===== config.mk =====
export PLATFORM = sky130hd
export DESIGN_NAME = traffic_ctrl_flat
export DESIGN_NICKNAME = d
export VERILOG_FILES = /design/src/rtl/traffic_pkg.sv /design/src/rtl/traffic_ctrl_if.sv /design/src/rtl/bin2bcd99.sv /design/src/rtl/traffic_ctrl.sv /design/src/flat_wrapper.sv
export SDC_FILE = /design/constraint.sdc
export NUM_CORES = 1
export LEC_CHECK = 0
export CAP_MARGIN = 10
export CORE_MARGIN = 2
export CORE_UTILIZATION = 24
export CTS_CLUSTER_SIZE = 14
export DETAILED_ROUTE_END_ITERATION = 6
export GPL_ROUTABILITY_DRIVEN = 1
export PLACE_DENSITY_LB_ADDON = 0.15
export SYNTH_ARGS = -nofsm -noshare
export SYNTH_HDL_FRONTEND = slang
export SYNTH_HIERARCHICAL = 1
export SYNTH_SLANG_ARGS = --single-unit
export TNS_END_PERCENT = 1

===== constraint.sdc =====
create_clock -name clk_in -period 5.12 [get_ports clk_in]
set_clock_uncertainty 0.15 [all_clocks]
set_input_delay 1.024 -clock clk_in [delete_from_list [all_inputs] [get_ports clk_in]]
set_output_delay 1.024 -clock clk_in [all_outputs]
set_load 0.01 [all_outputs]

===== src/rtl/traffic_pkg.sv =====
`default_nettype none
// +----------------------------------------------------------------------+
// | traffic_pkg                                                          |
// | Shared state encoding, default phase durations and counter width.    |
// | Revision: 1.0                                                        |
// +----------------------------------------------------------------------+
package traffic_pkg;

    localparam int CNT_W         = 7;
    localparam int DEF_GREEN_S   = 25;
    localparam int DEF_YELLOW_S  = 3;
    localparam int DEF_ALL_RED_S = 2;

    typedef enum logic [2:0] {
        ALL_RED1  = 3'd0,
        NS_GREEN  = 3'd1,
        NS_YELLOW = 3'd2,
        ALL_RED2  = 3'd3,
        EW_GREEN  = 3'd4,
        EW_YELLOW = 3'd5,
        FLASH     = 3'd6
    } state_t;

    // FLASH is never reached through the normal ring; it falls to ALL_RED1.
    function automatic state_t next_phase(input state_t s);
        case (s)
            ALL_RED1:  return NS_GREEN;
            NS_GREEN:  return NS_YELLOW;
            NS_YELLOW: return ALL_RED2;
            ALL_RED2:  return EW_GREEN;
            EW_GREEN:  return EW_YELLOW;
            default:   return ALL_RED1;
        endcase
    endfunction

endpackage
`default_nettype wire


===== src/rtl/traffic_ctrl_if.sv =====
`default_nettype none
// +----------------------------------------------------------------------+
// | traffic_ctrl_if                                                      |
// | Tick/switch inputs and lamp/display outputs of the controller.       |
// | Revision: 1.0                                                        |
// +----------------------------------------------------------------------+
interface traffic_ctrl_if;
    logic       tick_src;
    logic       night_mode;
    logic       ns_r;
    logic       ns_y;
    logic       ns_g;
    logic       ew_r;
    logic       ew_y;
    logic       ew_g;
    logic [3:0] sec_tens;
    logic [3:0] sec_ones;
    logic [2:0] phase;

    modport master (
        output tick_src, night_mode,
        input  ns_r, ns_y, ns_g, ew_r, ew_y, ew_g, sec_tens, sec_ones, phase
    );

    modport slave (
        input  tick_src, night_mode,
        output ns_r, ns_y, ns_g, ew_r, ew_y, ew_g, sec_tens, sec_ones, phase
    );
endinterface
`default_nettype wire


===== src/rtl/bin2bcd99.sv =====
`default_nettype none
// +----------------------------------------------------------------------+
// | bin2bcd99                                                            |
// | Combinational binary (0..99) to two-digit BCD converter.             |
// | Revision: 1.0                                                        |
// +----------------------------------------------------------------------+
module bin2bcd99
    import traffic_pkg::*;
(
    input  logic [CNT_W-1:0] bin,
    output logic [3:0]       tens,
    output logic [3:0]       ones
);

    assign tens = 4'(bin / CNT_W'(10));
    assign ones = 4'(bin % CNT_W'(10));

endmodule
`default_nettype wire


===== src/rtl/traffic_ctrl.sv =====
`default_nettype none
// +----------------------------------------------------------------------+
// | traffic_ctrl                                                         |
// | Two-way intersection sequencer with night flashing-yellow mode.      |
// | Revision: 1.0                                                        |
// +----------------------------------------------------------------------+
module traffic_ctrl
    import traffic_pkg::*;
#(
    parameter int GREEN_S   = DEF_GREEN_S,
    parameter int YELLOW_S  = DEF_YELLOW_S,
    parameter int ALL_RED_S = DEF_ALL_RED_S
) (
    input  logic          clk_in,
    input  logic          rst_n,
    traffic_ctrl_if.slave bus
);

    logic             tick_src_d;
    logic             tick;
    logic             night_m;
    logic             night_s;
    state_t           state;
    state_t           state_nx;
    logic [CNT_W-1:0] remain;
    logic [CNT_W-1:0] remain_nx;
    logic             flash_ph;
    logic             flash_nx;
    logic [3:0]       tens;
    logic [3:0]       ones;

    function automatic logic [CNT_W-1:0] dur_of(input state_t s);
        case (s)
            NS_GREEN, EW_GREEN:   return CNT_W'(GREEN_S);
            NS_YELLOW, EW_YELLOW: return CNT_W'(YELLOW_S);
            default:              return CNT_W'(ALL_RED_S);
        endcase
    endfunction

    // tick_src is already a clk_in-domain flop, so only an edge detect is needed.
    assign tick = bus.tick_src & ~tick_src_d;

    always_ff @(posedge clk_in or negedge rst_n) begin
        if (!rst_n) begin
            tick_src_d <= 1'b0;
            night_m    <= 1'b0;
            night_s    <= 1'b0;
            state      <= ALL_RED1;
            remain     <= CNT_W'(ALL_RED_S);
            flash_ph   <= 1'b0;
        end else begin
            tick_src_d <= bus.tick_src;
            night_m    <= bus.night_mode;
            night_s    <= night_m;
            state      <= state_nx;
            remain     <= remain_nx;
            flash_ph   <= flash_nx;
        end
    end

    // Night-mode transitions take precedence over a coincident tick.
    always_comb begin
        state_nx  = state;
        remain_nx = remain;
        flash_nx  = flash_ph;
        if (state != FLASH) begin
            if (night_s) begin
                state_nx  = FLASH;
                remain_nx = '0;
                flash_nx  = 1'b1;
            end else if (tick) begin
                if (remain <= CNT_W'(1)) begin
                    state_nx  = next_phase(state);
                    remain_nx = dur_of(next_phase(state));
                end else begin
                    remain_nx = remain - CNT_W'(1);
                end
            end
        end else begin
            if (!night_s) begin
                state_nx  = ALL_RED1;
                remain_nx = CNT_W'(ALL_RED_S);
                flash_nx  = 1'b0;
            end else if (tick) begin
                flash_nx = ~flash_ph;
            end
        end
    end

    always_comb begin
        bus.ns_r = 1'b0;
        bus.ns_y = 1'b0;
        bus.ns_g = 1'b0;
        bus.ew_r = 1'b0;
        bus.ew_y = 1'b0;
        bus.ew_g = 1'b0;
        case (state)
            NS_GREEN:  begin bus.ns_g = 1'b1; bus.ew_r = 1'b1; end
            NS_YELLOW: begin bus.ns_y = 1'b1; bus.ew_r = 1'b1; end
            EW_GREEN:  begin bus.ns_r = 1'b1; bus.ew_g = 1'b1; end
            EW_YELLOW: begin bus.ns_r = 1'b1; bus.ew_y = 1'b1; end
            FLASH:     begin bus.ns_y = flash_ph; bus.ew_y = flash_ph; end
            default:   begin bus.ns_r = 1'b1; bus.ew_r = 1'b1; end
        endcase
    end

    bin2bcd99 u_bcd (
        .bin  (remain),
        .tens (tens),
        .ones (ones)
    );

    assign bus.sec_tens = tens;
    assign bus.sec_ones = ones;
    assign bus.phase    = state;

endmodule
`default_nettype wire


===== src/flat_wrapper.sv =====
// flat-port wrapper written by rule: the top's interface ports become plain ports
module traffic_ctrl_flat import traffic_pkg::*;
#(
    parameter int GREEN_S   = DEF_GREEN_S,
    parameter int YELLOW_S  = DEF_YELLOW_S,
    parameter int ALL_RED_S = DEF_ALL_RED_S
)
  (clk_in, rst_n, bus_tick_src, bus_night_mode, bus_ns_r, bus_ns_y, bus_ns_g, bus_ew_r, bus_ew_y, bus_ew_g, bus_sec_tens, bus_sec_ones, bus_phase);
  traffic_ctrl_if bus_i ();
  input  logic clk_in;
  input  logic rst_n;
  input wire logic [$bits(bus_i.tick_src)-1:0] bus_tick_src;
  input wire logic [$bits(bus_i.night_mode)-1:0] bus_night_mode;
  output wire logic [$bits(bus_i.ns_r)-1:0] bus_ns_r;
  output wire logic [$bits(bus_i.ns_y)-1:0] bus_ns_y;
  output wire logic [$bits(bus_i.ns_g)-1:0] bus_ns_g;
  output wire logic [$bits(bus_i.ew_r)-1:0] bus_ew_r;
  output wire logic [$bits(bus_i.ew_y)-1:0] bus_ew_y;
  output wire logic [$bits(bus_i.ew_g)-1:0] bus_ew_g;
  output wire logic [$bits(bus_i.sec_tens)-1:0] bus_sec_tens;
  output wire logic [$bits(bus_i.sec_ones)-1:0] bus_sec_ones;
  output wire logic [$bits(bus_i.phase)-1:0] bus_phase;
  assign bus_i.tick_src = bus_tick_src;
  assign bus_i.night_mode = bus_night_mode;
  assign bus_ns_r = bus_i.ns_r;
  assign bus_ns_y = bus_i.ns_y;
  assign bus_ns_g = bus_i.ns_g;
  assign bus_ew_r = bus_i.ew_r;
  assign bus_ew_y = bus_i.ew_y;
  assign bus_ew_g = bus_i.ew_g;
  assign bus_sec_tens = bus_i.sec_tens;
  assign bus_sec_ones = bus_i.sec_ones;
  assign bus_phase = bus_i.phase;
  traffic_ctrl #(.GREEN_S(GREEN_S), .YELLOW_S(YELLOW_S), .ALL_RED_S(ALL_RED_S)) u_core (.clk_in(clk_in), .rst_n(rst_n), .bus(bus_i));
endmodule

### Yosys cells after proc, flatten, opt, wreduce, memory -nomap -nowiden

Index checks and enable logic that the tools add are counted.

* flip-flop bits (word level): 14
* input port bits: 4
* output and inout port bits: 17
* word-level logic and storage cells: 61

* add/subtract/negate cells: 1
* div/mod/pow operators: 2
* $lt $le $gt $ge: 1
* equality and inequality tests: 16
* multiplexer cells: 24
* bitwise logic cells: 3
* reductions and logical operators: 8

Operators by type and width (count)
* $mux W7: 5
* $mux W3: 7
* $eq A3 B3 Y1 const B: 5
* $pmux W3 S5: 1
* $pmux W5 S2: 1
* $eq A3 B2 Y1 const B: 3
* $mux W1: 8
* $div A7 B4 Y7 const B: 1
* $le A7 B1 Y1 const B: 1
* $mod A7 B4 Y7 const B: 1
* $sub A7 B1 Y7 const B: 1
* $eq A3 B1 Y1 const B: 2
* $ne A3 B2 Y1 const B: 2
* $reduce_or A3 Y1: 2
* $pmux W1 S2: 2
* $reduce_and A2 Y1: 2
* $reduce_or A2 Y1: 2
* $logic_not A3 Y1: 1
* $ne A3 B1 Y1 const B: 1
* $ne A3 B3 Y1 const B: 1
* $reduce_and A3 Y1: 1
* $ne A2 B1 Y1 const B: 1
* $ne A2 B2 Y1 const B: 1
* $not A1 Y1: 2
* $and A1 B1 Y1: 1

### Logic depth before layout (Yosys ltp)

* word-level depth: 13
* mapped depth: 8
* depth with buffers taken out: 7

### Cells and area by module

Netlist, hierarchy kept.

Modules (own cells, without submodules)
* traffic_ctrl: times used 1, cells an instance 95, area an instance 887.1 um^2, sequential area each 351.6 um^2
* bin2bcd99: times used 1, cells an instance 56, area an instance 434.2 um^2, sequential area each 0.0 um^2

### Worst setup path before layout

No wires, ideal clock.

* path type: register to output
* start point: reg u_core.remain[4]
* end point: out bus_sec_ones[1]
* arrival: 2.021 ns
* data required time: 3.946 ns
* setup slack: 1.925 ns
* cell stages (with the launch flop): 9
* path buffers: 1
* cell sequence: dfrtp_1 buf_6 or3b_1 a31o_1 o211ai_2 inv_2 ha_1 or3_1 o211ai_2

* cells in the longest elaborated chain, start to end: 1

Ends and longest elaborated chain
* start, declared: RTL line traffic_ctrl.sv:25 `logic [CNT_W-1:0] remain;`
* start signal, assigned: RTL line traffic_ctrl.sv:49 `remain <= CNT_W'(ALL_RED_S);`
* start signal, assigned: RTL line traffic_ctrl.sv:56 `remain <= remain_nx;`
* $mod A7 B4 Y7: RTL line bin2bcd99.sv:16 `assign ones = 4'(bin % CNT_W'(10));`
* end, declared: RTL line flat_wrapper.sv:21 `output wire logic [$bits(bus_i.sec_ones)-1:0] bus_sec_ones;`

No other way between the ends.

### Final worst setup path

* start point: reg u_core.remain[5]
* end point: out bus_sec_ones[1]

Same word-level chain as after synthesis.

==> run_summary.xml <==
<?xml version="1.0" encoding="UTF-8"?>
<metrics>
  <group name="sta">
    <metric name="finalCriticalPeriod" unit="ps">4160</metric>
    <metric name="hold_viol_final" unit="">0</metric>
    <metric name="maxSlewHeadroom" unit="%">53.8</metric>
    <metric name="fin_crit_sh" unit="%">81.3</metric>
    <metric name="highest_achievable_clock_rate" unit="MHz">240</metric>
    <metric name="finalWorstSetupSlack" unit="ps">955</metric>
    <metric name="totalNegativeSetupSlack" unit="ps">0</metric>
    <metric name="rsz0062_at_grt" unit="">no</metric>
    <metric name="tightestPinTransition" unit="ps">691</metric>
    <metric name="slew_violations" unit="">0</metric>
    <metric name="report.final.setup_viol" unit="">0</metric>
  </group>
  <group name="synthesis">
    <metric name="synth_area_per_cell" unit="um^2">8.75</metric>
    <metric name="synth_simple_gate_area_share" unit="%">31.9</metric>
    <metric name="syn-num-nets" unit="">158</metric>
    <metric name="synth_top_cells_by_area" unit="">dfrtp_1 25%, ha_1 2.8%, nand2_1 2.8%, nand2b_1 2.8%, nor2_1 2.8%</metric>
    <metric name="netlist_top_cells_count" unit="">13 x dfrtp_1, 10 x nand2_1, 10 x nor2_1</metric>
    <metric name="synthDominantCellAreaShare" unit="%">24.6</metric>
    <metric name="ys_seq_area_share" unit="%">26.6</metric>
    <metric name="yosysWarnings" unit="">6</metric>
    <metric name="most_common_cell_in_the_synthesized_netlist" unit="">dfrtp_1</metric>
    <metric name="yosysUniqueCellTypes" unit="">63</metric>
    <metric name="synth.mux.area_fraction" unit="%">2.27</metric>
    <metric name="synth_top_family_by_area" unit="">simple AND/OR/NAND/NOR gates</metric>
    <metric name="dominantRegCellSynth" unit="">dfrtp_1</metric>
    <metric name="synth_edf_count" unit="">0</metric>
    <metric name="syn-cell-area" unit="mm^2">0.00132</metric>
    <metric name="synth_top_area_cell" unit="">dfrtp_1</metric>
    <metric name="synth-adder-area-share" unit="%">2.84</metric>
    <metric name="asyncSetResetFlopFracSynth" unit="%">100</metric>
    <metric name="postSynthCellCount" unit="">151</metric>
    <metric name="ys_ff_latch" unit="">14</metric>
    <metric name="yosys.area_share.xor_xnor" unit="%">1.33</metric>
    <metric name="synth-compound-area-share" unit="%">27.9</metric>
  </group>
  <group name="drt">
    <metric name="postRouteWirelength" unit="um">3280</metric>
    <metric name="drt.antenna.violating_nets" unit="">0</metric>
    <metric name="post_drt_wl_per_cell" unit="um">13.8</metric>
    <metric name="drt_pass1_iterations" unit="">4</metric>
    <metric name="avgViaCountPerCell" unit="">4.99</metric>
    <metric name="drtIter0Drc" unit="">43</metric>
    <metric name="drc" unit="">0</metric>
    <metric name="detailroute.via_count" unit="">1188</metric>
  </group>
  <group name="clocking">
    <metric name="tritoncts" unit="">built</metric>
    <metric name="hold_buffers" unit="">0</metric>
    <metric name="cts_made_buffers" unit="">3</metric>
    <metric name="cts_max_path_buffers" unit="">2</metric>
    <metric name="clock_tree_root_buffer_cell" unit="">clkbuf_8</metric>
    <metric name="ctsHtreeMaxLevel" unit="">1</metric>
    <metric name="cts_resized" unit="">0</metric>
    <metric name="worstSkewPairLatency" unit="ps">240</metric>
    <metric name="clk_transition_reported_paths" unit="ps">60</metric>
    <metric name="post-cts-setup-buffers" unit="">0</metric>
    <metric name="clock-sinks" unit="">14</metric>
  </group>
  <group name="global_routing">
    <metric name="grt_overflow" unit="">0</metric>
    <metric name="antenna_found_initial" unit="">0</metric>
    <metric name="global_route.usage.total" unit="%">10.8</metric>
    <metric name="global_route.peak_usage_layer" unit="">met2</metric>
    <metric name="use_met3" unit="%">1.03</metric>
    <metric name="first_global_vias" unit="">1134</metric>
    <metric name="grt_pass1_wl" unit="um">5400</metric>
    <metric name="groute.layer.met1.usage" unit="%">14.4</metric>
    <metric name="globalRouteMet2Util" unit="%">18.3</metric>
    <metric name="grt_start_max_net_pins" unit="">20</metric>
  </group>
  <group name="worst_hold_path">
    <metric name="hold_path.class" unit="">flip-flop to flip-flop</metric>
  </group>
  <group name="placement">
    <metric name="post-place-ws" unit="ps">1210</metric>
    <metric name="post_dp_cell_area" unit="mm^2">0.00156</metric>
    <metric name="dp_hpwl" unit="um">2350</metric>
    <metric name="buffer_ports.inserted" unit="">20</metric>
    <metric name="globalplace.congestion" unit="">0.771</metric>
  </group>
  <group name="critical_path">
    <metric name="crit_family" unit="">simple AND/OR/NAND/NOR gates</metric>
    <metric name="cp.buffers_inverters" unit="">2</metric>
    <metric name="crit_top_cell" unit="">o211ai_2</metric>
    <metric name="cp_data_arrival_time" unit="ps">2990</metric>
    <metric name="worst_path_max_delay_cell" unit="">dfrtp_1</metric>
    <metric name="crit_path_max_incr_delay" unit="ps">660</metric>
    <metric name="critical_path_cell_list" unit="">or2b_1 &gt; xor2_1 &gt; o211ai_2 &gt; inv_2 &gt; ha_1 &gt; or3_1 &gt; o211ai_2 &gt; clkdlybuf4s50_1</metric>
    <metric name="required" unit="ps">3950</metric>
    <metric name="timing.critical_path.fanout_max" unit="">17</metric>
    <metric name="critical_path.startpoint_type" unit="">flip-flop</metric>
    <metric name="critPathCaptureType" unit="">primary output</metric>
    <metric name="worstSetupPathType" unit="">flip-flop to primary output</metric>
  </group>
  <group name="layout">
    <metric name="final_cell_area_excluding_filler_cells" unit="mm^2">0.00161</metric>
    <metric name="final_layout_size_suffix_gt1_share" unit="%">12.7</metric>
    <metric name="area_growth" unit="%">21.9</metric>
    <metric name="final_nets" unit="">174</metric>
    <metric name="antenna-diode-count" unit="">0</metric>
  </group>
  <group name="power_and_ir_drop">
    <metric name="peakVddDrop" unit="mV">0.155</metric>
    <metric name="power.static_leakage" unit="nW">0.621</metric>
    <metric name="p_per_area" unit="mW/mm^2">477</metric>
  </group>
  <group name="job">
    <metric name="maxCapViolCount" unit="">0</metric>
  </group>
  <group name="die">
    <metric name="die_h" unit="um">78.2</metric>
    <metric name="die-area" unit="mm^2">0.00611</metric>
    <metric name="core_area" unit="mm^2">0.00541</metric>
    <metric name="pin_count" unit="">21</metric>
    <metric name="num_rows" unit="">27</metric>
    <metric name="initial_core_util" unit="%">24.4</metric>
    <metric name="die_w" unit="um">78.2</metric>
  </group>
  <group name="outcome">
    <metric name="outcome" unit="">finished, final reports clean</metric>
  </group>
</metrics>
[power by group]
| part | internal [mW] | switching [mW] |
|---|---|---|
| logic | 0.244 | 0.229 |
| registers | 0.132 | 0.0547 |
| clock network | 0.0681 | 0.0411 |
[cells by family after synthesis]
group                      after synthesis
AOI/OAI and AO/OA                       45
DFF                                     14
adders and majority gates                3
xor gates and xnor gates                 2
buffers and inverters                   18
and+or+nand+nor                         66
muxes                                    3
[routing by layer]
| layer | part of all wire [%] | vias up |
|---|---|---|
| met1 | 48 | 560 |
| met2 | 48 | 30 |
| li1 | - | 594 |
| met4 | 1.1 | 0 |
| met3 | 2.8 | 4 |
| met5 | 0 | - |
[worst reg2reg max path, cell delays in order, from the launching register on]
cell     delay, ps
dfrtp_1        590
or2_1          370
nor4_4         420
nor2_1          80
or4_1          480
[flip-flops by register name, indices dropped and copies added, names as in the netlist]
signal and count:
u_core/bus.phase 3, u_core/flash_ph 1, u_core/night_m 1, u_core/night_s 1, u_core/remain 7, u_core/tick_src_d 1
[through the flow]
stage	util, %	cells	hold slack, ps	total power, mW
floorplan	-	151	181	0.515
global placement	28.8	234	184	0.658
detailed placement	28.8	234	185	0.661
CTS	29.8	238	199	0.777
global route	29.8	238	210	0.830
finish	29.8	238	198	0.768
[path summary, 6_finish.rpt]
kind                                                   endpoint  slack [ps]                    startpoint  depth (start not counted)
worst max-delay path                            bus_sec_ones[1]         960  u_core/remain[5]$_DFFE_PN0P_                          8
worst min-delay path                   u_core/night_s$_DFF_PN0_         200      u_core/night_m$_DFF_PN0_                          0
max in group asynchronous          u_core/remain[3]$_DFFE_PN0P_        3340                         rst_n                          1
worst min register to register         u_core/night_s$_DFF_PN0_         200      u_core/night_m$_DFF_PN0_                          0
worst max register to register  u_core/bus.phase[2]$_DFFE_PN0P_        2900  u_core/remain[2]$_DFFE_PN0P_                          4
min in group asynchronous           u_core/flash_ph$_DFFE_PN0P_        1050                         rst_n                          1
[layout make-up]
type                    count  area (um^2)
clock buffers               4         55.1
fillers                   598         3790
inverters                   8         30.0
multi-input cells         119          876
flip-flops and latches     14          352
well taps                  72         90.1
repair buffers             21          208
[placed cells by master, fill, tap and decap left out, drive strengths merged, types with 2 or more instances in the layout]
cell,synthesis,routed
clkdlybuf4s50,0,20
nor3b,3,3
nand2b,7,7
clkbuf,3,4
o211ai,4,4
o21a,2,2
a21o,3,3
a31oi,3,3
inv,8,8
nand3,4,4
nor2,10,10
a211o,2,2
nor4,2,2
nand4bb,2,2
nor2b,6,6
or4,2,2
a22o,2,2
ha,3,3
o311ai,2,2
dfrtp,13,13
a211oi,2,2
o21ai,8,8
o221ai,2,2
nand2,10,10
nor3,3,3
or3,7,7
o22ai,2,2
nand3b,2,2
mux2i,3,3
a21oi,3,3
(Power assumes the default switching activity.)
